### src/rtl/sync_fifo_pkg.sv
// Shared constants and helpers for the single-clock FIFO.
package sync_fifo_pkg;

    localparam int MODE_REG  = 0;
    localparam int MODE_FWFT = 1;

    // Smallest n with 2**n >= value; used to size pointers and the fill count.
    function automatic int clog2(input int value);
        int result;
        result = 0;
        while ((1 << result) < value) begin
            result++;
        end
        return result;
    endfunction

endpackage

### src/rtl/sync_fifo_ram.sv
// FIFO storage: synchronous write port, asynchronous read port, no reset on contents.
module fifo_ram #(
    parameter int DATA_WIDTH = 8,
    parameter int DEPTH      = 16,
    parameter int AW         = 4
) (
    input  logic                  clk,
    input  logic                  we,
    input  logic [AW-1:0]         waddr,
    input  logic [DATA_WIDTH-1:0] wdata,
    input  logic [AW-1:0]         raddr,
    output logic [DATA_WIDTH-1:0] rdata
);

    logic [DATA_WIDTH-1:0] mem [DEPTH];

    always_ff @(posedge clk) begin
        if (we) begin
            mem[waddr] <= wdata;
        end
    end

    assign rdata = mem[raddr];

endmodule

### src/rtl/sync_fifo.sv
// Single-clock FIFO with arbitrary depth, FWFT or registered read, fill count,
// almost-full/almost-empty thresholds and overflow/underflow pulses.
module sync_fifo
    import sync_fifo_pkg::*;
#(
    parameter int DATA_WIDTH = 8,
    parameter int FIFO_DEPTH = 16,
    parameter int FWFT       = MODE_REG,
    parameter int AF_LEVEL   = FIFO_DEPTH - 2,
    parameter int AE_LEVEL   = 2
) (
    input  logic                         clk,
    input  logic                         rst,
    input  logic                         wr_en,
    input  logic [DATA_WIDTH-1:0]        write_data,
    input  logic                         rd_en,
    output logic [DATA_WIDTH-1:0]        read_data,
    output logic                         full,
    output logic                         empty,
    output logic                         almost_full,
    output logic                         almost_empty,
    output logic [clog2(FIFO_DEPTH):0]   fill_count,
    output logic                         overflow,
    output logic                         underflow
);

    localparam int AW = clog2(FIFO_DEPTH);
    localparam int CW = AW + 1;
    localparam logic [AW-1:0] LAST_IDX  = AW'(FIFO_DEPTH - 1);
    localparam logic [CW-1:0] DEPTH_CNT = CW'(FIFO_DEPTH);

    logic [AW-1:0]         wptr_q, wptr_d, rptr_q, rptr_d;
    logic [CW-1:0]         count_q, count_d;
    logic                  full_q, full_d, empty_q, empty_d;
    logic                  af_q, af_d, ae_q, ae_d;
    logic                  ovf_q, ovf_d, unf_q, unf_d;
    logic                  wr_accept, rd_accept;
    logic [DATA_WIDTH-1:0] ram_rdata;

    // A full FIFO rejects writes even when a read is accepted on the same edge.
    always_comb begin
        wr_accept = wr_en && !full_q;
        rd_accept = rd_en && !empty_q;

        wptr_d = wptr_q;
        if (wr_accept) begin
            wptr_d = (wptr_q == LAST_IDX) ? '0 : wptr_q + 1'b1;
        end
        rptr_d = rptr_q;
        if (rd_accept) begin
            rptr_d = (rptr_q == LAST_IDX) ? '0 : rptr_q + 1'b1;
        end

        count_d = count_q;
        if (wr_accept && !rd_accept) begin
            count_d = count_q + 1'b1;
        end else if (rd_accept && !wr_accept) begin
            count_d = count_q - 1'b1;
        end

        full_d  = (count_d == DEPTH_CNT);
        empty_d = (count_d == '0);
        af_d    = (int'(count_d) >= AF_LEVEL);
        ae_d    = (int'(count_d) <= AE_LEVEL);
        ovf_d   = wr_en && full_q;
        unf_d   = rd_en && empty_q;
    end

    always_ff @(posedge clk or posedge rst) begin
        if (rst) begin
            wptr_q  <= '0;
            rptr_q  <= '0;
            count_q <= '0;
            full_q  <= 1'b0;
            empty_q <= 1'b1;
            af_q    <= (AF_LEVEL == 0);
            ae_q    <= 1'b1;
            ovf_q   <= 1'b0;
            unf_q   <= 1'b0;
        end else begin
            wptr_q  <= wptr_d;
            rptr_q  <= rptr_d;
            count_q <= count_d;
            full_q  <= full_d;
            empty_q <= empty_d;
            af_q    <= af_d;
            ae_q    <= ae_d;
            ovf_q   <= ovf_d;
            unf_q   <= unf_d;
        end
    end

    fifo_ram #(
        .DATA_WIDTH (DATA_WIDTH),
        .DEPTH      (FIFO_DEPTH),
        .AW         (AW)
    ) u_ram (
        .clk   (clk),
        .we    (wr_accept),
        .waddr (wptr_q),
        .wdata (write_data),
        .raddr (rptr_q),
        .rdata (ram_rdata)
    );

    generate
        if (FWFT == MODE_FWFT) begin : g_fwft
            // Head word is shown straight from storage; zero while nothing is stored.
            assign read_data = empty_q ? '0 : ram_rdata;
        end else begin : g_reg
            logic [DATA_WIDTH-1:0] rdata_q, rdata_d;

            always_comb begin
                rdata_d = rdata_q;
                if (rd_accept) begin
                    rdata_d = ram_rdata;
                end
            end

            always_ff @(posedge clk or posedge rst) begin
                if (rst) begin
                    rdata_q <= '0;
                end else begin
                    rdata_q <= rdata_d;
                end
            end

            assign read_data = rdata_q;
        end
    endgenerate

    assign full         = full_q;
    assign empty        = empty_q;
    assign almost_full  = af_q;
    assign almost_empty = ae_q;
    assign fill_count   = count_q;
    assign overflow     = ovf_q;
    assign underflow    = unf_q;

endmodule

### config.mk
export PLATFORM = sky130hd
export DESIGN_NAME = sync_fifo
export DESIGN_NICKNAME = d
export VERILOG_FILES = /design/src/rtl/sync_fifo_pkg.sv /design/src/rtl/sync_fifo_ram.sv /design/src/rtl/sync_fifo.sv
export SDC_FILE = /design/constraint.sdc
export NUM_CORES = 1
export LEC_CHECK = 0
export BUFFER_PORTS_ARGS = -buffer_cell sky130_fd_sc_hd__clkbuf_2
export CAP_MARGIN = 5
export CORE_UTILIZATION = 40
export CTS_CLUSTER_DIAMETER = 80
export DETAILED_ROUTE_END_ITERATION = 8
export PLACE_DENSITY = 0.62
export SLEW_MARGIN = 5
export SYNTH_ARGS = -nofsm -noshare
export SYNTH_HDL_FRONTEND = slang
export SYNTH_SLANG_ARGS = --single-unit
### constraint.sdc
create_clock -name clk -period 4.5 [get_ports clk]
set_input_delay 0.9 -clock clk [delete_from_list [all_inputs] [get_ports clk]]
set_output_delay 0.9 -clock clk [all_outputs]
set_load 0.005 [all_outputs]
==> impl_metrics.toml <==
[run_status]
status = "finished, final reports clean"

[placement]
detailed_place.area_sq_um = 6660
finalWeightedCongestion = 0.829
post-dp-hpwl_um = 7840
port-buffer-count = 30

[floorplanning]
placement_rows = 45
floorplan.die_area_sq_um = 16300
placeableCoreArea_sq_um = 15300
fp.dieW_um = 128
initial_core_utilization_pct = 41.3
i_o_pin_count = 31
die_y_um = 128

[logic_synthesis]
synth.yosys.warnings = 0
synth_seq_area_share_pct = 71.4
synth-seq-cells = 155
syn-mean-instance-area_sq_um = 17.0
yosys_most_used_dff = "sky130_fd_sc_hd__edfxtp_1"
synth.cells.most_frequent = "128 x sky130_fd_sc_hd__edfxtp_1, 25 x sky130_fd_sc_hd__dfrtp_1, 23 x sky130_fd_sc_hd__mux2i_1, 17 x sky130_fd_sc_hd__and2_1, 16 x sky130_fd_sc_hd__mux4_2"
synth_most_common_cell = "sky130_fd_sc_hd__edfxtp_1"
synthesis.instances = 373
synth_largest_type_area_fraction_pct = 60.7
syn_nets = 392
synthDominantAreaCellType = "sky130_fd_sc_hd__edfxtp_1"
post_synth_arst_share_pct = 17.4
yosys-top-cells-area = "sky130_fd_sc_hd__edfxtp_1 61%, sky130_fd_sc_hd__dfrtp_1 9.9%, sky130_fd_sc_hd__mux4_2 5.7%"
post_synth_instance_area_sq_um = 6330
synth_edf_count = 128
yosysUniqueCellTypes = 52

[sta]
final_period_minus_worst_setup_slack_ns = 2.34
finalSetupViolCount = 0
fmax_ghz = 0.427
max-slew-margin-rel_pct = 31.4
setup_repair_after_global_routing_missed_its_margin = "false"
fin_worst_skew_ns = 0.00720
worstMarginPinSlew_ns = 1.03
max_transition_viols_final = 0
setup_tns_after_final_layout_ns = 0
finalHoldViolCount = 0
finalCritPeriodShare_pct = 52.0

[worst_setup_path]
critPathCaptureType = "flip-flop"
rrSetupSlack_ns = 2.16
critical_path.top_delay_family = "flip-flops"
max_stage_delay_ns = 0.84
critical_path.reg2reg.startpoint = "rptr_q[1]"
cp_data_arrival_time_ns = 2.61
critical_path.max_fanout = 19
stages_on_worst_setup_path = 4
criticalPathCategory = "flip-flop to flip-flop"
r2r_cells = 4
critical_path.n_buffers_inverters = 1
slowest_stage = "sky130_fd_sc_hd__dfrtp_1"
worstReg2RegEnd = "read_data[2]"
crit_path_cell_trace = "buf_4 > mux4_2 > o21ai_0 > a31oi_1"
worstSetupStartpoint = "rptr_q[1]"
required_time_of_the_worst_setup_path_ns = 4.77
startpoint_type = "flip-flop"

[global_routing]
total_routing_resource_utilization_after_global_routing_pct = 16.2
grt_pass1_vias = 3326
wire_length_of_the_first_global_routing_pass_um = 18700
grt_antenna_before_repair = 0
globalRouteOverflowTotal = 0
grt_max_degree = 36

[pwr]
sequentialPowerShare_pct = 43.8
power.density_cell_area_nw_per_um2 = 621
power_frac_comb_pct = 27.5
leakagePower_nw = 2.49
cell_internal_pwr_mw = 3.05
peakVddDrop_mv = 0.328
power.clock.fraction_pct = 28.6
netSwitchingPower_mw = 1.41
switching_share_pct = 31.6

[routing]
detailedRoute.firstIterationViolations = 303
route.detailed.wl_per_inst_um = 19.0
ant_nets = 0
totalWireLength_um = 12000
number_of_design_rule_violations_left_after_detail_routing = 0
num_vias = 3243
post_drt_via_cell_ratio = 5.14
drt-pass1-iter-count = 4

[clock_tree]
cts_root_buffer_type = "sky130_fd_sc_hd__clkbuf_16"
number_of_buffers_inserted_for_hold_repair_after_clock_tree_synthesis = 0
cts_resizes = 0
clock_sink_count = 155
clk_pin_slew_ns = 0.06
postCtsSetupRepairBufs = 0
clk_latency_worst_skew_pair_ns = 0.42
tritoncts = "yes"
numCtsBuffers = 17
cts-htree-levels = 4
clockBufferDepth = 2

[hold_path]
hp-start = "read_data[5]"
min_to = "read_data[5]"
worst_hold_check_path_type = "flip-flop to flip-flop"
whs_path_cells = 2

[cells_and_area]
filler_cell_count = 1335
post-route-cell-area_sq_um = 7190
ratio_of_cells_with_drive_above_1_in_the_final_layout_pct = 22.9
area_growth_syn_to_layout_pct = 13.6
final_net_count = 427
n_antenna_cell = 0

[job]
timing.max_cap.violations = 0
state kept, by name, indices dropped and copies added, names as in the netlist:
signal	count
full	1
overflow	1
rptr_q	4
read_data	8
almost_full	1
u_ram.mem	128
almost_empty	1
underflow	1
wptr_q	4
empty	1
fill_count	5
through the flow:
step / setup WS [ns] / hold slack [ns] / total power [mW] / utilization, % / cells
3_3_place_gp: 1.97 / 0.537 / 3.19 / 43.5 / 600
4_1_cts: 2.12 / 0.535 / 4.50 / 47.0 / 631
5_1_grt: 2.03 / 0.565 / 4.69 / 47.0 / 631
3_5_place_dp: 1.86 / 0.522 / 3.22 / 43.5 / 600
6_report: 2.16 / 0.537 / 4.46 / 47.0 / 631
2_1_floorplan: 2.48 / 0.501 / 2.87 / - / 373
cell usage in the layout (no fill, tap or decap), types with 2 or more instances in the layout:
cell and instances:
sky130_fd_sc_hd__nand2b_2 2, sky130_fd_sc_hd__nand2_1 11, sky130_fd_sc_hd__nand3_1 8, sky130_fd_sc_hd__clkinv_1 5
sky130_fd_sc_hd__xnor2_2 3, sky130_fd_sc_hd__o21ai_0 11, sky130_fd_sc_hd__a31oi_1 7, sky130_fd_sc_hd__mux2i_1 23
sky130_fd_sc_hd__clkinv_4 2, sky130_fd_sc_hd__a211oi_1 15, sky130_fd_sc_hd__a21oi_1 12, sky130_fd_sc_hd__edfxtp_1 128
sky130_fd_sc_hd__clkinv_2 3, sky130_fd_sc_hd__mux4_2 16, sky130_fd_sc_hd__dfrtp_1 25, sky130_fd_sc_hd__nor3_1 2
sky130_fd_sc_hd__ha_1 7, sky130_fd_sc_hd__nor2_1 11, sky130_fd_sc_hd__mux2_2 2, sky130_fd_sc_hd__and2_1 17
sky130_fd_sc_hd__dfstp_2 2, sky130_fd_sc_hd__o21ai_1 4, sky130_fd_sc_hd__buf_4 3, sky130_fd_sc_hd__inv_1 6
sky130_fd_sc_hd__nor4_1 2, sky130_fd_sc_hd__xnor2_1 3, sky130_fd_sc_hd__o22ai_1 7, sky130_fd_sc_hd__nor2b_1 9
sky130_fd_sc_hd__clkinvlp_4 4, sky130_fd_sc_hd__clkbuf_2 30, sky130_fd_sc_hd__clkbuf_16 17
logic make-up after synthesis:
| group | count (synthesis) | share of synthesized area, % |
|---|---|---|
| adders and majority gates | 7 | 1.38 |
| muxes | 41 | 9.68 |
| DFF | 155 | 71.4 |
| AOI/OAI and AO/OA | 66 | 7.21 |
| buffers and inverters | 24 | 2.15 |
| and+or+nand+nor | 74 | 6.96 |
| xor gates and xnor gates | 6 | 1.19 |
how the worst max path moves through the flow:
stage / endpoint / slack, ns
final: read_data[2] / 2.16
after global placement: u_ram.mem[6][6] / 1.97
after CTS: read_data[2] / 2.12
after global routing: read_data[2] / 2.03
after detailed placement: u_ram.mem[5][7] / 1.86
after floorplan: u_ram.mem[7][0] / 2.48
worst reg2reg max path, cell delays in order (launching register included):
cell and delay [ns]:
sky130_fd_sc_hd__dfrtp_1 0.84, sky130_fd_sc_hd__buf_4 0.34, sky130_fd_sc_hd__mux4_2 0.55, sky130_fd_sc_hd__o21ai_0 0.34, sky130_fd_sc_hd__a31oi_1 0.13
layout make-up:
type	instances	area, sq um	share of cell area (%)
Clock inverter	14	108	1.50
Multi-Input combinational cell	194	1670	23.3
Clock buffer	17	425	5.92
Inverter	7	26.3	0.365
Timing Repair Buffer	33	173	2.40
Tap cell	211	264	3.67
Sequential cell	155	4520	62.9
power by group through the flow:
stage / logic, mW / clock network, mW / registers, mW
2_1_floorplan: 0.957 / 0 / 1.91
3_3_place_gp: 1.21 / 0 / 1.98
3_5_place_dp: 1.23 / 0 / 1.99
4_1_cts: 1.24 / 1.30 / 1.96
5_1_grt: 1.34 / 1.36 / 1.99
6_report: 1.23 / 1.28 / 1.96
per-layer routing:
layer  global-route usage (%)  vias up  part of all wire [%]
li1                         -     1531                     -
met1                     21.7     1608                    45
met2                     24.6       83                    47
met3                     4.67       21                   5.2
met4                     7.27        0                   2.6
met5                        0        -                     0
No activity file was read; power rests on OpenSTA's default activity.
